`config.mk`:
```
export PLATFORM = sky130hd
export DESIGN_NAME = vec_sub_unpack
export DESIGN_NICKNAME = d
export VERILOG_FILES = /design/src/rtl/vec_sub_unpack.sv
export SDC_FILE = /design/constraint.sdc
export NUM_CORES = 1
export LEC_CHECK = 0
export BUFFER_PORTS_ARGS = -buffer_cell sky130_fd_sc_hd__buf_2
export CAP_MARGIN = 30
export CORE_AREA = 2 2 96 98
export CTS_BUF_LIST = sky130_fd_sc_hd__clkbuf_16
export DETAILED_ROUTE_END_ITERATION = 10
export DIE_AREA = 0 0 98 100
export PLACE_DENSITY_LB_ADDON = 0.25
export RECOVER_POWER = 100
export SLEW_MARGIN = 40
export SYNTH_ARGS = -nofsm -noshare
export SYNTH_HDL_FRONTEND = slang
export SYNTH_SLANG_ARGS = --single-unit
```
`constraint.sdc`:
```
create_clock -name i_clk -period 2.9 [get_ports i_clk]
set_clock_uncertainty 0.1 [all_clocks]
set_input_delay 0.29 -clock i_clk [delete_from_list [all_inputs] [get_ports i_clk]]
set_output_delay 0.29 -clock i_clk [all_outputs]
set_load 0.005 [all_outputs]
```
`src/rtl/vec_sub_unpack.sv`:
```
// vec_sub_unpack: reads one packed sum row and one packed subtrahend row a
// word at a time, forms the per-byte field difference (res - vec) and
// streams the recovered bytes into the byte-wide S memory starting at
// S_START_ADDR. Pad bytes in the final word are never written.
//
// Optional build macro: VEC_SUB_UNPACK_NZ_FLAG_EN adds o_nonzero, a sticky
// flag set whenever a nonzero byte is written during the current run.
module vec_sub_unpack #(
    parameter string FIELD              = "GF256",
    parameter string PARAMETER_SET      = "L1",
    parameter int    MAT_ROW_SIZE_BYTES = (PARAMETER_SET == "L5") ? 202 :
                                          (PARAMETER_SET == "L3") ? 159 : 104,
    parameter int    M                  = (PARAMETER_SET == "L5") ? 480 :
                                          (PARAMETER_SET == "L3") ? 352 : 230,
    parameter int    S_START_ADDR       = (PARAMETER_SET == "L5") ? 150 :
                                          (PARAMETER_SET == "L3") ? 120 : 126,
    parameter int    N_GF               = 8,
    parameter int    PROC_SIZE          = N_GF * 8,
    localparam int   W                  = (MAT_ROW_SIZE_BYTES + N_GF - 1) / N_GF,
    localparam int   VEC_AW             = (W > 1) ? $clog2(W) : 1,
    localparam int   S_AW               = (M > 1) ? $clog2(M) : 1
) (
    input  logic                 i_clk,
    input  logic                 i_rst,
    input  logic                 i_start,
    output logic                 o_vec_rd,
    output logic [VEC_AW-1:0]    o_vec_addr,
    input  logic [PROC_SIZE-1:0] i_res,
    input  logic [PROC_SIZE-1:0] i_vec,
    output logic                 o_s_wr_en,
    output logic [S_AW-1:0]      o_s_addr,
    output logic [7:0]           o_s,
    output logic                 o_done
`ifdef VEC_SUB_UNPACK_NZ_FLAG_EN
    ,
    output logic                 o_nonzero
`endif
);

    // Bytes carried by the final word; the rest of that word is padding.
    localparam int LAST_BYTES = MAT_ROW_SIZE_BYTES - N_GF * (W - 1);
    localparam int CNT_W      = $clog2(N_GF + 1);
    localparam bit IS_P251    = (FIELD == "P251");

    localparam logic [S_AW-1:0]   START_ADDR = S_AW'(S_START_ADDR);
    localparam logic [VEC_AW-1:0] LAST_WORD  = VEC_AW'(W - 1);
    localparam logic [CNT_W-1:0]  FULL_CNT   = CNT_W'(N_GF);
    localparam logic [CNT_W-1:0]  LAST_CNT   = CNT_W'(LAST_BYTES);

    typedef enum logic [2:0] {
        S_IDLE,
        S_FETCH,
        S_LOAD,
        S_EMIT,
        S_DONE
    } state_t;

    state_t                 state;
    logic [PROC_SIZE-1:0]   shift_reg;
    logic [PROC_SIZE-1:0]   diff;
    logic [VEC_AW-1:0]      word_cnt;
    logic [CNT_W-1:0]       byte_cnt;
    logic [CNT_W-1:0]       word_bytes;

    // Subtraction modulo 251: borrow is repaired by adding the modulus back.
    // Done in 9 bits so the wrapped intermediate lands on the right residue.
    function automatic logic [7:0] p251_sub(input logic [7:0] a, input logic [7:0] b);
        logic [8:0] t;
        if (a >= b) begin
            t = {1'b0, a} - {1'b0, b};
        end else begin
            t = {1'b0, a} - {1'b0, b} + 9'd251;
        end
        return t[7:0];
    endfunction

    // Per-byte field difference of the word currently on the read bus.
    always_comb begin
        diff = '0;
        for (int j = 0; j < N_GF; j++) begin
            if (IS_P251) begin
                diff[PROC_SIZE-8*j-1 -: 8] = p251_sub(i_res[PROC_SIZE-8*j-1 -: 8],
                                                      i_vec[PROC_SIZE-8*j-1 -: 8]);
            end else begin
                diff[PROC_SIZE-8*j-1 -: 8] = i_res[PROC_SIZE-8*j-1 -: 8] ^
                                             i_vec[PROC_SIZE-8*j-1 -: 8];
            end
        end
    end

    // Number of real bytes in the word being emitted.
    always_comb begin
        word_bytes = (word_cnt == LAST_WORD) ? LAST_CNT : FULL_CNT;
    end

    // Main sequencer: fetch a word, load its differences, emit bytes MSB first.
    always_ff @(posedge i_clk) begin
        if (i_rst) begin
            state      <= S_IDLE;
            o_vec_rd   <= 1'b0;
            o_vec_addr <= '0;
            o_s_wr_en  <= 1'b0;
            o_s_addr   <= START_ADDR;
            o_s        <= '0;
            o_done     <= 1'b0;
            shift_reg  <= '0;
            word_cnt   <= '0;
            byte_cnt   <= '0;
        end else begin
            case (state)
                S_IDLE: begin
                    o_vec_addr <= '0;
                    o_s_addr   <= START_ADDR;
                    word_cnt   <= '0;
                    if (i_start) begin
                        state    <= S_FETCH;
                        o_vec_rd <= 1'b1;
                    end
                end
                S_FETCH: begin
                    o_vec_rd <= 1'b0;
                    state    <= S_LOAD;
                end
                S_LOAD: begin
                    o_s       <= diff[PROC_SIZE-1 -: 8];
                    shift_reg <= diff << 8;
                    o_s_wr_en <= 1'b1;
                    byte_cnt  <= CNT_W'(1);
                    state     <= S_EMIT;
                end
                S_EMIT: begin
                    if (byte_cnt == word_bytes) begin
                        o_s_wr_en <= 1'b0;
                        if (word_cnt == LAST_WORD) begin
                            o_done <= 1'b1;
                            state  <= S_DONE;
                        end else begin
                            word_cnt   <= word_cnt + 1'b1;
                            o_vec_addr <= word_cnt + 1'b1;
                            o_vec_rd   <= 1'b1;
                            o_s_addr   <= o_s_addr + 1'b1;
                            state      <= S_FETCH;
                        end
                    end else begin
                        o_s       <= shift_reg[PROC_SIZE-1 -: 8];
                        shift_reg <= shift_reg << 8;
                        byte_cnt  <= byte_cnt + 1'b1;
                        o_s_addr  <= o_s_addr + 1'b1;
                    end
                end
                S_DONE: begin
                    o_done     <= 1'b0;
                    o_s_addr   <= START_ADDR;
                    o_vec_addr <= '0;
                    word_cnt   <= '0;
                    state      <= S_IDLE;
                end
                default: begin
                    state <= S_IDLE;
                end
            endcase
        end
    end

`ifdef VEC_SUB_UNPACK_NZ_FLAG_EN
    // Sticky record of any nonzero byte written since the last accepted start.
    always_ff @(posedge i_clk) begin
        if (i_rst) begin
            o_nonzero <= 1'b0;
        end else if (state == S_IDLE && i_start) begin
            o_nonzero <= 1'b0;
        end else if (o_s_wr_en && (o_s != 8'd0)) begin
            o_nonzero <= 1'b1;
        end
    end
`endif

endmodule

```
==> metrics.md <==
| Metric | Value |
|---|---|
| Final WL | `9704 µm` |
| Mapped Cells | `523` |
| First-pass GRT wire length | `15860 µm` |
| Fin nets | `789` |
| Mapped Area | `4315 µm²` |
| Max-slew headroom | `50.49%` |
| Leakage power | `2.197 nW` |
| Syn_area_per_cell | `8.251 µm²` |
| Ys Warns | `0` |
| Layout cell share with drive strength beyond 1 | `25.68%` |
| WS Path Type | `reg2reg` |
| Drt wl/cell | `12.62 µm` |
| Worst EP arrival | `2.40 ns` |
| VDD IR-drop max | `316.9 µV` |
| Post-DP HPWL | `7010 µm` |
| HP Class | `in2reg` |
| Remaining antenna violation count | `0` |
| Area Growth Syn to Fin | `24.24%` |
| Post-route setup slack | `0.5833 ns` |
| Pwr dens | `556.1 nW/µm²` |
| Cts repair resizes | `0` |
| Fin Setup TNS | `0 ns` |
| Post-route DRC violation count | `0` |
| Vias | `4022` |
| Gpl congestion | `0.8094` |
| RSZ-0062 raised after global routing | `false` |
| Critical path capture point type | `flip-flop` |
| Gr ovfl total | `0` |
| Non-Filler Instances | `769` |
| Vias in the first global route | `3692` |
| Core ar. | `8890 µm²` |
| Critical path startpoint category | `flip-flop` |
| Status | `finished clean` |
| Number of CTS-inserted buffers | `9` |
| CP required | `2.99 ns` |
| Distinct cells, synth | `38` |
| Pre-antenna DRT Iters | `4` |
| Die Width | `98 µm` |
| Critical-path top delay cell | `clkbuf_1` |
| Final hold violations | `0` |
| Synth top area cells | `dfxtp_1 40%, xnor2_1 12%, nand2_1 10%, o211ai_1 9.9%, a21oi_1 7.0%` |
| Max reg flops | `56` |
| Worst-Margin Slew | `0.7426 ns` |
| Post-synth top area cell | `dfxtp_1` |
| Seq/Total Area, Yosys | `39.90%` |
| Final setup fails | `0` |
| Placed cells | `753` |
| Die ar. | `9800 µm²` |
| Fin crit share | `79.89%` |
| # H-tree levels | `3` |
| Clk slew on worst S/H paths | `0.06 ns` |
| Count leader, synth | `nand2_1` |
| Initial drt markers | `145` |
| Asr flop ratio synth | `0%` |
| N_diodes | `0` |
| Total power | `0.002982 W` |
| Skew-Pair Late Insertion Delay | `0.33 ns` |
| CP Max Fanout | `39` |
| Dpl cell area | `5089 µm²` |
| Top_reg_cell synth | `dfxtp_1` |
| CP peak stage delay | `0.60 ns` |
| Final Max Slew Viols | `0` |
| GRT Util Overall | `19.30%` |
| Vias per std cell | `5.230` |
| Clk root buf | `clkbuf_16` |
| Clock buffer depth | `2` |
| Final min period | `2.317 ns` |
| Initial antenna violation count | `0` |
| Pre-CTS WS | `0.6402 ns` |
| Yosys reg bits | `86` |
| Fin area | `5361 µm²` |
| Clk sinks | `86` |
| FMAX | `431.6 MHz` |
| Yosys top cell area share | `39.90%` |
| IO buf count | `153` |
| Initial core utilization | `48.54%` |
| Synthesized Nets | `659` |
| Die Y | `100 µm` |
| Largest net degree at the start of global routing | `66` |
| Post-CTS Hold Fix Bufs | `0` |
| Num rows | `35` |
| TritonCTS clock tree | `built` |
| Post-CTS Setup Repair Bufs | `0` |
| Ports | `154` |
| EDFF count, synth | `0` |
| Post-synth top cells | `120 x nand2_1, 86 x dfxtp_1, 60 x a21oi_1, 60 x xnor2_1, 57 x o211ai_1` |
| Maxcap violations | `0` |
| Critical path, cell by cell | `nand3b_1 > clkbuf_1 > buf_4 > nand2_1 > o211ai_1 > a21oi_1` |
[area by class of cell]
class / instances / area [µm²]
fillers: 813 / 3528
well taps: 111 / 138.9
inverters: 4 / 15.01
clock inverters: 7 / 98.84
multi-input cells: 393 / 2355
clock buffers: 9 / 225.2
repair buffers: 159 / 807.0
flip-flops and latches: 86 / 1722
[layer usage]
layer	vias up	global-route usage [%]	part of all wire (%)	wire length, µm
met2	123	34.40	48	4691
met3	11	3.134	6.0	587
met1	1816	24.08	45	4319
li1	2072	-	-	-
met4	0	5.769	1.1	106
met5	-	0	0	0
[placed cells by master, fill, tap and decap left out, types with 2 or more instances in the layout]
cell and count:
clkinv_4 3, o211ai_1 57, inv_1 4, xor2_1 13, clkbuf_1 10, bufinv_16 2
xnor2_1 60, nand3b_1 2, and3b_1 2, nor3_1 5, a21oi_1 60, nand2_1 120
o31ai_1 3, nand2b_1 2, a22oi_1 8, nand4_1 4, buf_2 143, dfxtp_1 86
clkbuf_16 9, nor2_1 21, buf_4 3, nand3_1 9, a211oi_1 6, a2111oi_0 2
ha_1 5, nor4_1 2
[stage by stage]
stage	util, %	hold slack (ns)
6_report	60.31	0.1966
5_1_grt	60.31	0.2256
3_3_place_gp	57.24	0.3363
2_1_floorplan	-	0.2788
3_5_place_dp	57.24	0.3411
4_1_cts	60.89	0.1912
[logic make-up (layout without fill, tap and decap cells)]
family / after synthesis / after routing / share of synthesized area, %
XOR/XNOR: 73 / 73 / 14.82
multiplexers: 1 / 1 / 0.2320
AO/OA/AOI/OAI: 143 / 143 / 21.95
flip-flops: 86 / 86 / 39.90
AND/OR/NAND/NOR: 171 / 171 / 16.44
buffers and inverters: 44 / 179 / 5.219
adder cells (fa/ha/maj): 5 / 5 / 1.450
[path summary, 6_finish.rpt]
kind                    startpoint                          to  slack, ns  cells after the start
max          state[2]$_SDFFE_PP0P_  shift_reg[27]$_SDFFE_PP0P_       0.58                      6
min                        i_start       state[2]$_SDFFE_PP0P_       0.20                      3
max reg2reg  state[2]$_SDFFE_PP0P_  shift_reg[27]$_SDFFE_PP0P_       0.58                      6
min reg2reg    o_s[4]$_SDFFE_PP0P_         o_s[4]$_SDFFE_PP0P_       0.35                      2
[power by group]
group | switching (W) | leakage [nW] | internal (W)
clock network | 0.000466 | 0.156 | 0.000757
registers | 0.0000417 | 0.700 | 0.00125
logic | 0.000248 | 1.34 | 0.000217
[critical path: cells and delay by family, from the launching register on]
| kind | cells | cell delay, ns |
|---|---|---|
| AND/OR/NAND/NOR | 2 | 0.35 |
| flip-flops | 1 | 0.45 |
| buffers and inverters | 2 | 1.06 |
| AO/OA/AOI/OAI | 2 | 0.20 |
Note: power is estimated with default switching activity, not from simulation.
